**src/rtl/vga_sync.sv**
```systemverilog
// VGA timing generator: divides clk down to a pixel tick and produces
// registered sync, visible-area and frame-start strobes aligned with (x, y).
module vga_sync #(
    parameter int DIV       = 4,
    parameter int H_VISIBLE = 640,
    parameter int H_FRONT   = 16,
    parameter int H_SYNC    = 96,
    parameter int H_BACK    = 48,
    parameter int V_VISIBLE = 480,
    parameter int V_FRONT   = 10,
    parameter int V_SYNC    = 2,
    parameter int V_BACK    = 33
) (
    input  logic       clk,
    input  logic       rst,
    output logic       pixTick,
    output logic       hsync,
    output logic       vsync,
    output logic       readPixel,
    output logic [9:0] x,
    output logic [9:0] y,
    output logic       frameStart
);

    localparam int H_TOTAL = H_VISIBLE + H_FRONT + H_SYNC + H_BACK;
    localparam int V_TOTAL = V_VISIBLE + V_FRONT + V_SYNC + V_BACK;
    localparam int DW      = (DIV > 1) ? $clog2(DIV) : 1;

    localparam logic [DW-1:0] DIV_LAST = DW'(DIV - 1);
    localparam logic [9:0] H_LAST   = 10'(H_TOTAL - 1);
    localparam logic [9:0] V_LAST   = 10'(V_TOTAL - 1);
    localparam logic [9:0] H_VIS    = 10'(H_VISIBLE);
    localparam logic [9:0] V_VIS    = 10'(V_VISIBLE);
    localparam logic [9:0] HS_START = 10'(H_VISIBLE + H_FRONT);
    localparam logic [9:0] HS_END   = 10'(H_VISIBLE + H_FRONT + H_SYNC);
    localparam logic [9:0] VS_START = 10'(V_VISIBLE + V_FRONT);
    localparam logic [9:0] VS_END   = 10'(V_VISIBLE + V_FRONT + V_SYNC);

    logic [DW-1:0] div;
    logic [9:0]    hcount;
    logic [9:0]    vcount;
    logic [9:0]    h_next;
    logic [9:0]    v_next;
    logic          tick;

    assign tick = (div == DIV_LAST);
    assign x    = hcount;
    assign y    = vcount;

    // NOTE: defaults first so every path assigns h_next/v_next; no latch is inferred.
    always_comb begin
        h_next = hcount;
        v_next = vcount;
        if (tick) begin
            if (hcount == H_LAST) begin
                h_next = '0;
                v_next = (vcount == V_LAST) ? '0 : vcount + 10'd1;
            end else begin
                h_next = hcount + 10'd1;
            end
        end
    end

    // Strobes decode the next counts so they line up with the x/y registered on the same edge.
    always_ff @(posedge clk) begin
        if (rst) begin
            div        <= '0;
            hcount     <= H_LAST;
            vcount     <= V_LAST;
            pixTick    <= 1'b0;
            frameStart <= 1'b0;
            hsync      <= 1'b1;
            vsync      <= 1'b1;
            readPixel  <= 1'b0;
        end else begin
            div        <= tick ? '0 : div + 1'b1;
            hcount     <= h_next;
            vcount     <= v_next;
            pixTick    <= tick;
            frameStart <= tick && (h_next == '0) && (v_next == '0);
            hsync      <= !((h_next >= HS_START) && (h_next < HS_END));
            vsync      <= !((v_next >= VS_START) && (v_next < VS_END));
            readPixel  <= (h_next < H_VIS) && (v_next < V_VIS);
        end
    end

endmodule

```
**config.mk**
```make
export PLATFORM = sky130hd
export DESIGN_NAME = vga_sync
export DESIGN_NICKNAME = d
export VERILOG_FILES = /design/src/rtl/vga_sync.sv
export SDC_FILE = /design/constraint.sdc
export NUM_CORES = 1
export LEC_CHECK = 0
export BUFFER_PORTS_ARGS = -buffer_cell sky130_fd_sc_hd__buf_2
export CORE_MARGIN = 1.5
export CORE_UTILIZATION = 60
export DETAILED_ROUTE_END_ITERATION = 16
export PLACE_DENSITY = 0.84
export SYNTH_ARGS = -nofsm -noshare
export SYNTH_HDL_FRONTEND = slang
export SYNTH_SLANG_ARGS = --single-unit
```
**constraint.sdc**
```tcl
create_clock -name clk -period 5.9 [get_ports clk]
set_input_delay 1.18 -clock clk [delete_from_list [all_inputs] [get_ports clk]]
set_output_delay 1.18 -clock clk [all_outputs]
set_load 0.01 [all_outputs]
```
==> summary.txt, run 1 <==
Outcome
  • Status: finished clean

Finish
  • N_diodes: 0
  • FF+latch area: roughly 540 um^2
  • Multi-input logic area: roughly 960 um^2
  • # fillers: between 200 and 250
  • Layout cell share with drive strength beyond 1: 0.224
  • Synthesis-to-layout area growth: 6.69%
  • Nets: 212

Synthesis
  • Most common cell in the synthesized netlist: dfxtp_1
  • Number of flops mapped to enable cells by yosys: 0
  • Top cell type's share of synthesized area: 0.336
  • Yosys warning total: 0
  • Async SR Flop Fraction: 0
  • Post-Syn Nets: 191
  • Primary FF master, synth: dfxtp_1
  • Most frequent cells after synthesis: 27 x dfxtp_1, 20 x nand2_1, 18 x nor2_1
  • Cells after Synth: 185
  • Synthesized area: about 1600 um^2
  • Main area contributors after synthesis: dfxtp_1 34%, nand2_1 4.7%, xnor2_1 4.4%
  • Library cells used by synthesis: 55
  • Sequential fraction of the synthesis area: 0.336
  • Synth area leader: dfxtp_1
  • #FFs+latches synth: 27
  • Mean Syn Cell Area: 8.69 um^2

STA
  • Peak Freq: 353 MHz
  • Final setup skew: 0.00518 ns
  • Final Hold Viols: 0
  • Crit share post-route: 0.480
  • Tmin final: 2.83 ns
  • Max-slew headroom: 0.296
  • Worst-margin pin slew: 1.05 ns
  • Post-route setup slack: 3.07 ns
  • Slew Viols, Final: 0
  • Total Neg Setup Slack: 0 ns
  • RSZ-0062 raised after global routing: false
  • Hold_ws: between 0.4 and 0.5 ns
  • Final count of negative-setup-slack endpoints: 0

Clocking
  • CTS Sinks: 27
  • Cts hold-fix bufs: 0
  • CTS buffer count: 3
  • Clk buf depth: 2
  • CTS tree: yes
  • # resized after CTS: 0
  • Postcts setup bufs: 0
  • Clk pin slew, worst setup/hold paths: ~0.14 ns
  • H-tree Lvls: 1
  • Clock Latency Late Sink: 0.32 ns
  • Root buf cell: clkbuf_4

Pwr
  • Peak VDD IR: 0.165 mV
  • P per Cell Area: between 200 and 250 nW/um^2
  • Leakage: about 0.69 nW
  • Total power: 364 uW

Global route
  • Initial antenna violation count: 0
  • Largest net degree at the start of global routing: 15
  • First-pass GRT wire length: approximately 5.6 mm
  • Global-route usage over all layers: 0.255
  • Vias in the first global route: 1237
  • Total gr overflow: 0

Placed design
  • HPWL after DPL: 2.55 mm
  • I/O Buffers: 26
  • Setup slack at placement: 3.14 ns
  • Placer congestion estimate: 0.954

Die
  • Rows: 18
  • Core ar.: approximately 2500 um^2
  • Die Height: 54.8 um
  • Chip width: around 55 um
  • I/O pin total: 27
  • DIE AREA: 3000 um^2
  • Starting density of the core: 0.643

Setup path
  • Worst path max stage delay: 0.92 ns
  • CP Cell Sequence: ha_1 -> nand3_2 -> nor4_1 -> nand3_1 -> xor2_1 -> nor3_2 -> nand4b_1
  • Crit-path slowest cell: nor4_1
  • Worst Path Required: 6.11 ns
  • Crit Path Category: register to register
  • Worst-path maximum fanout: 13
  • Critical path launch point type: register
  • Worst Path Arrival: 3.04 ns
  • CP endpoint kind: register

Worst hold path
  • Hold crit path type: register to register

Route
  • Routed vias/inst: 6.15
  • First-pass DRT Iterations: 4
  • Drt drc: 0
  • Via count: 1446
  • Iter 0 DRT Violations: 57
  • Routed wire length: around 3.4 mm
  • Wire length per cell: 14.5 um
  • ANT nets after route: 0

Flow run
  • Max Cap Violations: 0
layout make-up:
cell class,instances,area share
Sequential cell,27,0.315
Tap cell,30,0.0219
Timing Repair Buffer,26,0.0759
Multi-Input combinational cell,142,0.559
Clock buffer,4,0.0153
Inverter,6,0.0131
worst paths after layout:
check	end	slack, ns	from	cells past startpoint
worst max-delay path	vsync	3.07	div[0]	7
worst min-delay path	div[0]	0.44	div[0]	1
worst max register to register	vsync	3.07	div[0]	7
worst min register to register	div[0]	0.44	div[0]	1
registers in the layout, indices dropped and copies added, names as in the netlist:
| register | flops |
|---|---|
| x | 10 |
| y | 10 |
| div | 2 |
| frameStart | 1 |
| hsync | 1 |
| pixTick | 1 |
| readPixel | 1 |
| vsync | 1 |
stage by stage:
| step | utilization | std cells | instance area, um^2 |
|---|---|---|---|
| floorplan | - | 185 | 1610 |
| global placement | 0.676 | 231 | 1690 |
| detailed placement | 0.676 | 231 | 1690 |
| CTS | 0.686 | 235 | 1720 |
| global route | 0.686 | 235 | 1720 |
| finish | 0.686 | 235 | 1720 |
layout by cell type, fill, tap and decap left out, types with 2 or more instances in the layout:
cell,n
a21oi_1,7
and2_1,2
o21ai_0,8
nor2b_1,2
inv_1,6
buf_2,26
nand2b_1,2
nor4_1,5
nor3b_1,2
ha_1,4
a31oi_1,2
nor3_1,6
nand3_1,9
xor2_1,6
and3_1,4
nor2_1,18
dfxtp_1,27
nand2_1,20
clkbuf_4,3
xnor2_1,8
a211oi_1,2
nand4_1,5
worst max-delay path: cells and delay by family (launching register included):
kind          cells  cell delay [ns]
simple gates      5             1.71
fa+ha+maj         1             0.42
flops             1             0.36
xor+xnor          1             0.24
power breakdown:
| part | internal (mW) | switching (mW) |
|---|---|---|
| Clock | 0.0265 | 0.0528 |
| Sequential | 0.191 | 0.0133 |
| Combinational | 0.0334 | 0.0471 |
| Total | 0.251 | 0.113 |
kinds of logic (layout without fill, tap and decap cells):
family | Yosys count | count (layout) | synth area share
xor gates and xnor gates | 14 | 14 | 0.0763
muxes | 3 | 3 | 0.0202
and+or+nand+nor | 91 | 91 | 0.341
DFF | 27 | 27 | 0.336
buffers and inverters | 16 | 36 | 0.0677
adders and majority gates | 4 | 4 | 0.0311
AOI/OAI and AO/OA | 30 | 30 | 0.128
metal layers:
metal,up-vias,track usage,share of wire
met1,663,0.365,0.47
met5,-,0,0
met3,8,0.0355,0.069
met4,0,0.0875,0.016
li1,708,-,-
met2,67,0.389,0.45
Note: power is estimated with default switching activity, not from simulation.
==> run 2: changes to the inputs <==
- CORE_UTILIZATION: 60 -> 55
- PLACE_DENSITY: 0.84 -> 0.78
- clock period: 5.9 -> 2.7 ns (I/O delays scaled with it)
==> run 2 against run 1 <==
Effect of this change: cell area rose by 1.6%; combinational power rose by 130%; die area rose by 8.6%; via count fell by 0.90%; largest power group unchanged; highest routed layer unchanged.
==> summary.txt, run 2 (same netlist as run 1, synthesis figures left out) <==
Route
  • Routed wire length: 3.63 mm (+6.4%)
  • Via count: 1433 (-0.90%)
  • Drt drc: 0 (unchanged)
  • Routed vias/inst: 6.00 (-2.6%)
  • ANT nets after route: 0 (unchanged)
  • First-pass DRT Iterations: 4 (unchanged)
  • Iter 0 DRT Violations: 78 (+37%)
  • Wire length per cell: 15.2 um (+4.6%)

STA
  • Worst-margin pin slew: 0.425 ns (-0.621 ns)
  • Tmin final: 2.41 ns (-0.424 ns)
  • Final Hold Viols: 0 (unchanged)
  • Total Neg Setup Slack: 0 ns (unchanged)
  • Crit share post-route: 0.892 (+0.412)
  • Slew Viols, Final: 0 (unchanged)
  • Peak Freq: 415 MHz (+18%)
  • Final count of negative-setup-slack endpoints: 0 (unchanged)
  • Max-slew headroom: 0.715 (+0.418)
  • Final setup skew: 0.00364 ns (-0.00154 ns)
  • RSZ-0062 raised after global routing: false
  • Post-route setup slack: 0.293 ns (-2.78 ns)

Placed design
  • Setup slack at placement: 0.327 ns (-2.82 ns)
  • HPWL after DPL: 2.74 mm (+7.4%)
  • Placer congestion estimate: 0.875 (-8.3%)
  • I/O Buffers: 26 (unchanged)
  • Placed Instance Area: 1710 um^2 (+1.4%)

Outcome
  • Status: finished clean

Clocking
  • Clock Latency Late Sink: 0.33 ns (about the same)
  • # resized after CTS: 0 (unchanged)
  • Clk buf depth: 2 (unchanged)
  • H-tree Lvls: 1 (unchanged)
  • CTS Sinks: 27 (unchanged)
  • CTS tree: yes
  • Cts hold-fix bufs: 0 (unchanged)
  • CTS buffer count: 3 (unchanged)
  • Root buf cell: clkbuf_4
  • Clk pin slew, worst setup/hold paths: 0.16 ns (+0.02 ns)
  • Postcts setup bufs: 0 (unchanged)

Die
  • Starting density of the core: 0.583 (-0.0601)
  • Die Height: 57.1 um (+4.2%)
  • I/O pin total: 27 (unchanged)
  • Chip width: 57.1 um (+4.2%)
  • Core ar.: 2760 um^2 (+10%)
  • DIE AREA: 3260 um^2 (+8.6%)
  • Rows: 19 (+1)

Pwr
  • Total power: 818 uW (+120%)
  • Peak VDD IR: 0.353 mV (+110%)
  • Sw Share: 0.321 (+0.00968)
  • Combinational power share: 0.229 (+0.008)
  • P per Cell Area: 469 nW/um^2 (+120%)
  • Reg power frac: 0.544 (-0.017)
  • Psw: 262 uW (+130%)
  • Leakage: 0.704 nW (+2.1%)
  • Int Power: 556 uW (+120%)
  • Clock power share: 0.226 (+0.008)

Finish
  • Leading cell type in the layout, fill and taps excluded: dfxtp_1
  • Layout cell share with drive strength beyond 1: 0.240 (+0.0160)
  • # fillers: 250 (+16%)
  • Synthesis-to-layout area growth: 8.40%
  • N_diodes: 0 (unchanged)
  • Nets: 215 (+1.4%)
  • Commonest cells after routing, fill and taps aside: 27 x dfxtp_1, 26 x buf_2, 20 x nand2_1
  • Design area: 1740 um^2 (+1.6%)

Setup path
  • Worst Path Required: 2.95 ns (-3.16 ns)
  • Worst path depth: 7 (unchanged)
  • Worst-path maximum fanout: 11 (-2)
  • Reg2reg start: x[0]
  • Worst Path Arrival: 2.65 ns (-0.39 ns)
  • CP Launch Point: x[0]
  • Critical path launch point type: register
  • Reg2reg path depth: 7 (unchanged)
  • Reg2reg end: frameStart
  • Reg2reg setup slack: 0.29 ns (-2.78 ns)
  • Setup crit end: frameStart
  • CP Cell Sequence: ha_1 -> nand2_1 -> or4_4 -> nor3b_4 -> mux2_1 -> nand4_1 -> nor3b_2
  • Bufs and invs on worst path: 0 (unchanged)
  • Cell family with most CP delay: simple AND/OR/NAND/NOR gates
  • CP endpoint kind: register
  • Crit-path slowest cell: or4_4
  • Crit Path Category: register to register
  • Worst path max stage delay: 0.61 ns (-0.31 ns)

Global route
  • Initial antenna violation count: 0 (unchanged)
  • Vias in the first global route: 1350 (+9.1%)
  • Largest net degree at the start of global routing: 17 (+2)
  • Total gr overflow: 0 (unchanged)
  • Global-route usage over all layers: 0.232 (-0.0228)
  • First-pass GRT wire length: 5.96 mm (+6.3%)

Flow run
  • Max Cap Violations: 0 (unchanged)

Worst hold path
  • Hold crit path type: register to register
==> run 2: cell count changes in the layout (fill, tap and decap cells not counted), sizes merged <==
cell / change
buf: +3
clkinvlp: +1
clkbuf: -1
==> run 2: cell type report <==
type	instances	area [um^2]	share of cell area
Clock buffer	3	22.5	0.0129
Clock inverter	1	7.51	0.00431
Inverter	6	22.5	0.0129
Multi-Input combinational cell	142	958	0.550
Sequential cell	27	541	0.310
Tap cell	31	38.8	0.0223
Timing Repair Buffer	29	153	0.0876
==> run 2: metrics by stage <==
stage / util / cells / hold WS (ns)
after floorplan: - / 185 / 0.404
after global placement: 0.621 / 235 / 0.413
after detailed placement: 0.621 / 235 / 0.422
after CTS: 0.632 / 239 / 0.442
after global routing: 0.632 / 239 / 0.478
final: 0.632 / 239 / 0.436
==> run 2: layer usage <==
layer,vias to the layer above,global-route usage,share of wire,wire (um)
met5,-,0,0,0
met2,49,0.401,0.49,1770
li1,710,-,-,-
met3,10,0.0295,0.039,141
met1,664,0.280,0.45,1620
met4,0,0.126,0.029,107
==> run 2: power by group through the flow <==
stage / Clock, mW / Combinational (mW) / Sequential (mW)
floorplan: 0 / 0.143 / 0.449
global placement: 0 / 0.182 / 0.452
detailed placement: 0 / 0.187 / 0.454
CTS: 0.186 / 0.187 / 0.445
global route: 0.198 / 0.206 / 0.449
finish: 0.185 / 0.188 / 0.445
==> run 2: worst min path at each step <==
stage	start	endpoint	slack [ns]	depth (start not counted)
floorplan	div[0]	div[0]	0.40	1
global placement	div[0]	div[0]	0.41	1
detailed placement	div[0]	div[0]	0.42	1
CTS	div[0]	div[0]	0.44	1
global route	div[0]	div[0]	0.48	1
finish	div[0]	div[0]	0.44	1
==> run 3: changes to the inputs <==
- CORE_UTILIZATION: 55 -> 45
- PLACE_DENSITY: 0.78 -> 0.66
==> run 3 against run 2 <==
Effect of this change: first-iteration DRC count up 31%; via count up 0.77%; setup slack worse by 0.032 ns; sequential share of layout area down 0.26 points; clock skew up 0.0082 ns; sequential power about the same; global-route usage down 3.6 points; utilization down 11 points; cell area up 0.86%; wire length up 3.5%; critical path type unchanged; critical endpoint unchanged; largest cell class unchanged; largest power group unchanged; highest routed layer unchanged.
==> summary.txt, run 3 (same netlist as run 1, synthesis figures left out) <==
Outcome
  • Status: finished clean

STA
  • Slew Viols, Final: 0 (unchanged)
  • Tmin final: 2.44 ns (+0.0316 ns)
  • RSZ-0062 raised after global routing: false
  • Crit share post-route: 0.903 (+0.0117)
  • Max-slew headroom: 0.729 (+0.0146)
  • Final setup skew: 0.0119 ns (+0.00823 ns)
  • Final count of negative-setup-slack endpoints: 0 (unchanged)
  • Worst-margin pin slew: 0.406 ns (-0.0192 ns)
  • Peak Freq: 410 MHz (-1.3%)
  • Final Hold Viols: 0 (unchanged)
  • Hold_ws: 0.431 ns (-0.00525 ns)
  • Total Neg Setup Slack: 0 ns (unchanged)

Pwr
  • Leakage: 0.705 nW (+0.15%)
  • Peak VDD IR: 0.186 mV (-47%)
  • P per Cell Area: 466 nW/um^2 (-0.64%)

Clocking
  • Clock Latency Late Sink: 0.33 ns (about the same)
  • H-tree Lvls: 1 (unchanged)
  • Clk buf depth: 2 (unchanged)
  • CTS Sinks: 27 (unchanged)
  • Postcts setup bufs: 0 (unchanged)
  • CTS tree: yes
  • Root buf cell: clkbuf_4
  • # resized after CTS: 0 (unchanged)
  • Cts hold-fix bufs: 0 (unchanged)
  • CTS buffer count: 3 (unchanged)
  • Clk pin slew, worst setup/hold paths: 0.15 ns (about the same)

Route
  • First-pass DRT Iterations: 4 (unchanged)
  • Via count: 1444 (+0.77%)
  • ANT nets after route: 0 (unchanged)
  • Iter 0 DRT Violations: 102 (+31%)
  • Routed wire length: 3.76 mm (+3.5%)
  • Wire length per cell: 14.8 um (-2.6%)
  • Routed vias/inst: 5.69 (-5.2%)
  • Drt drc: 0 (unchanged)

Setup path
  • Worst Path Required: 2.95 ns (about the same)
  • Critical path launch point type: register
  • Worst Path Arrival: 2.69 ns (+0.04 ns)
  • Worst-path maximum fanout: 11 (unchanged)
  • Crit Path Category: register to register
  • CP endpoint kind: register

Placed design
  • Placer congestion estimate: 0.913 (+4.3%)
  • Placed Instance Area: 1730 um^2 (+1.1%)
  • I/O Buffers: 26 (unchanged)
  • HPWL after DPL: 2.74 mm (about the same)

Die
  • Core ar.: 3390 um^2 (+23%)
  • Starting density of the core: 0.474 (-0.109)
  • Rows: 21 (+2)
  • Chip width: 62.8 um (+10%)
  • DIE AREA: 3940 um^2 (+21%)
  • I/O pin total: 27 (unchanged)
  • Die Height: 62.8 um (+10%)

Global route
  • Largest net degree at the start of global routing: 15 (-2)
  • First-pass GRT wire length: 6.21 mm (+4.2%)
  • Global-route usage over all layers: 0.196 (-0.0362)
  • Vias in the first global route: 1260 (-6.7%)
  • Initial antenna violation count: 0 (unchanged)
  • Total gr overflow: 0 (unchanged)

Finish
  • Commonest cells after routing, fill and taps aside: 27 x dfxtp_1, 26 x buf_2, 20 x nand2_1
  • N_diodes: 0 (unchanged)
  • Design area: 1760 um^2 (+0.86%)
  • Nets: 215 (unchanged)
  • Synthesis-to-layout area growth: 9.34%
  • Layout cell share with drive strength beyond 1: 0.236 (-0.00481)
  • # fillers: 320 (+28%)
  • Leading cell type in the layout, fill and taps excluded: dfxtp_1

Flow run
  • Max Cap Violations: 0 (unchanged)

Worst hold path
  • Hold crit path type: register to register
## run 3: cell types whose count changed in the layout (fill, tap and decap cells not counted)
cell | previous run | this run
clkbuf_1 | 0 | 1
clkinvlp_4 | 1 | 0
## run 3: path summary, 6_finish.rpt
check	from	end	slack (ns)	cells after the start
min reg2reg	div[0]	div[0]	0.43	1
max	x[0]	frameStart	0.26	7
min	div[0]	div[0]	0.43	1
max reg2reg	x[0]	frameStart	0.26	7
## run 3: cell type report
class	count	area, um^2	share of cell area
clock buffer	4	26.3	0.0149
multi-input combinational	142	958	0.545
sequential	27	541	0.307
inverter	6	22.5	0.0128
timing repair buffer	29	153	0.0868
tap	46	57.6	0.0327
## run 3: metal layers
metal | vias to the layer above | GRT usage | part of all wire
met4 | 0 | 0.0583 | 0.013
met1 | 674 | 0.300 | 0.47
met2 | 54 | 0.288 | 0.45
li1 | 711 | - | -
met3 | 5 | 0.0216 | 0.066
met5 | - | 0 | 0
## run 3: metrics by stage
stage | worst slack [ns] | std cells | utilization | power [mW]
after global placement | 0.407 | 250 | 0.511 | 0.639
after floorplan | 0.511 | 185 | - | 0.592
after detailed placement | 0.292 | 250 | 0.511 | 0.643
final | 0.261 | 254 | 0.519 | 0.820
after CTS | 0.278 | 254 | 0.519 | 0.819
after global routing | 0.152 | 254 | 0.519 | 0.863
## run 3: worst max-delay path, cell delays in order, from the launching register on
cell and delay (ns):
dfxtp_1 0.49, ha_1 0.31, nand2_1 0.15, or4_4 0.61, nor3b_4 0.26, mux2_1 0.35
nand4_1 0.12, nor3b_2 0.06
## run 3: where the power goes
part / internal (mW) / switching (mW) / total [mW] / leakage [nW]
Clock: 0.0580 / 0.123 / 0.181 / 0.0150
Combinational: 0.0820 / 0.110 / 0.192 / 0.471
Sequential: 0.417 / 0.0300 / 0.447 / 0.219
Total: 0.557 / 0.263 / 0.820 / 0.705
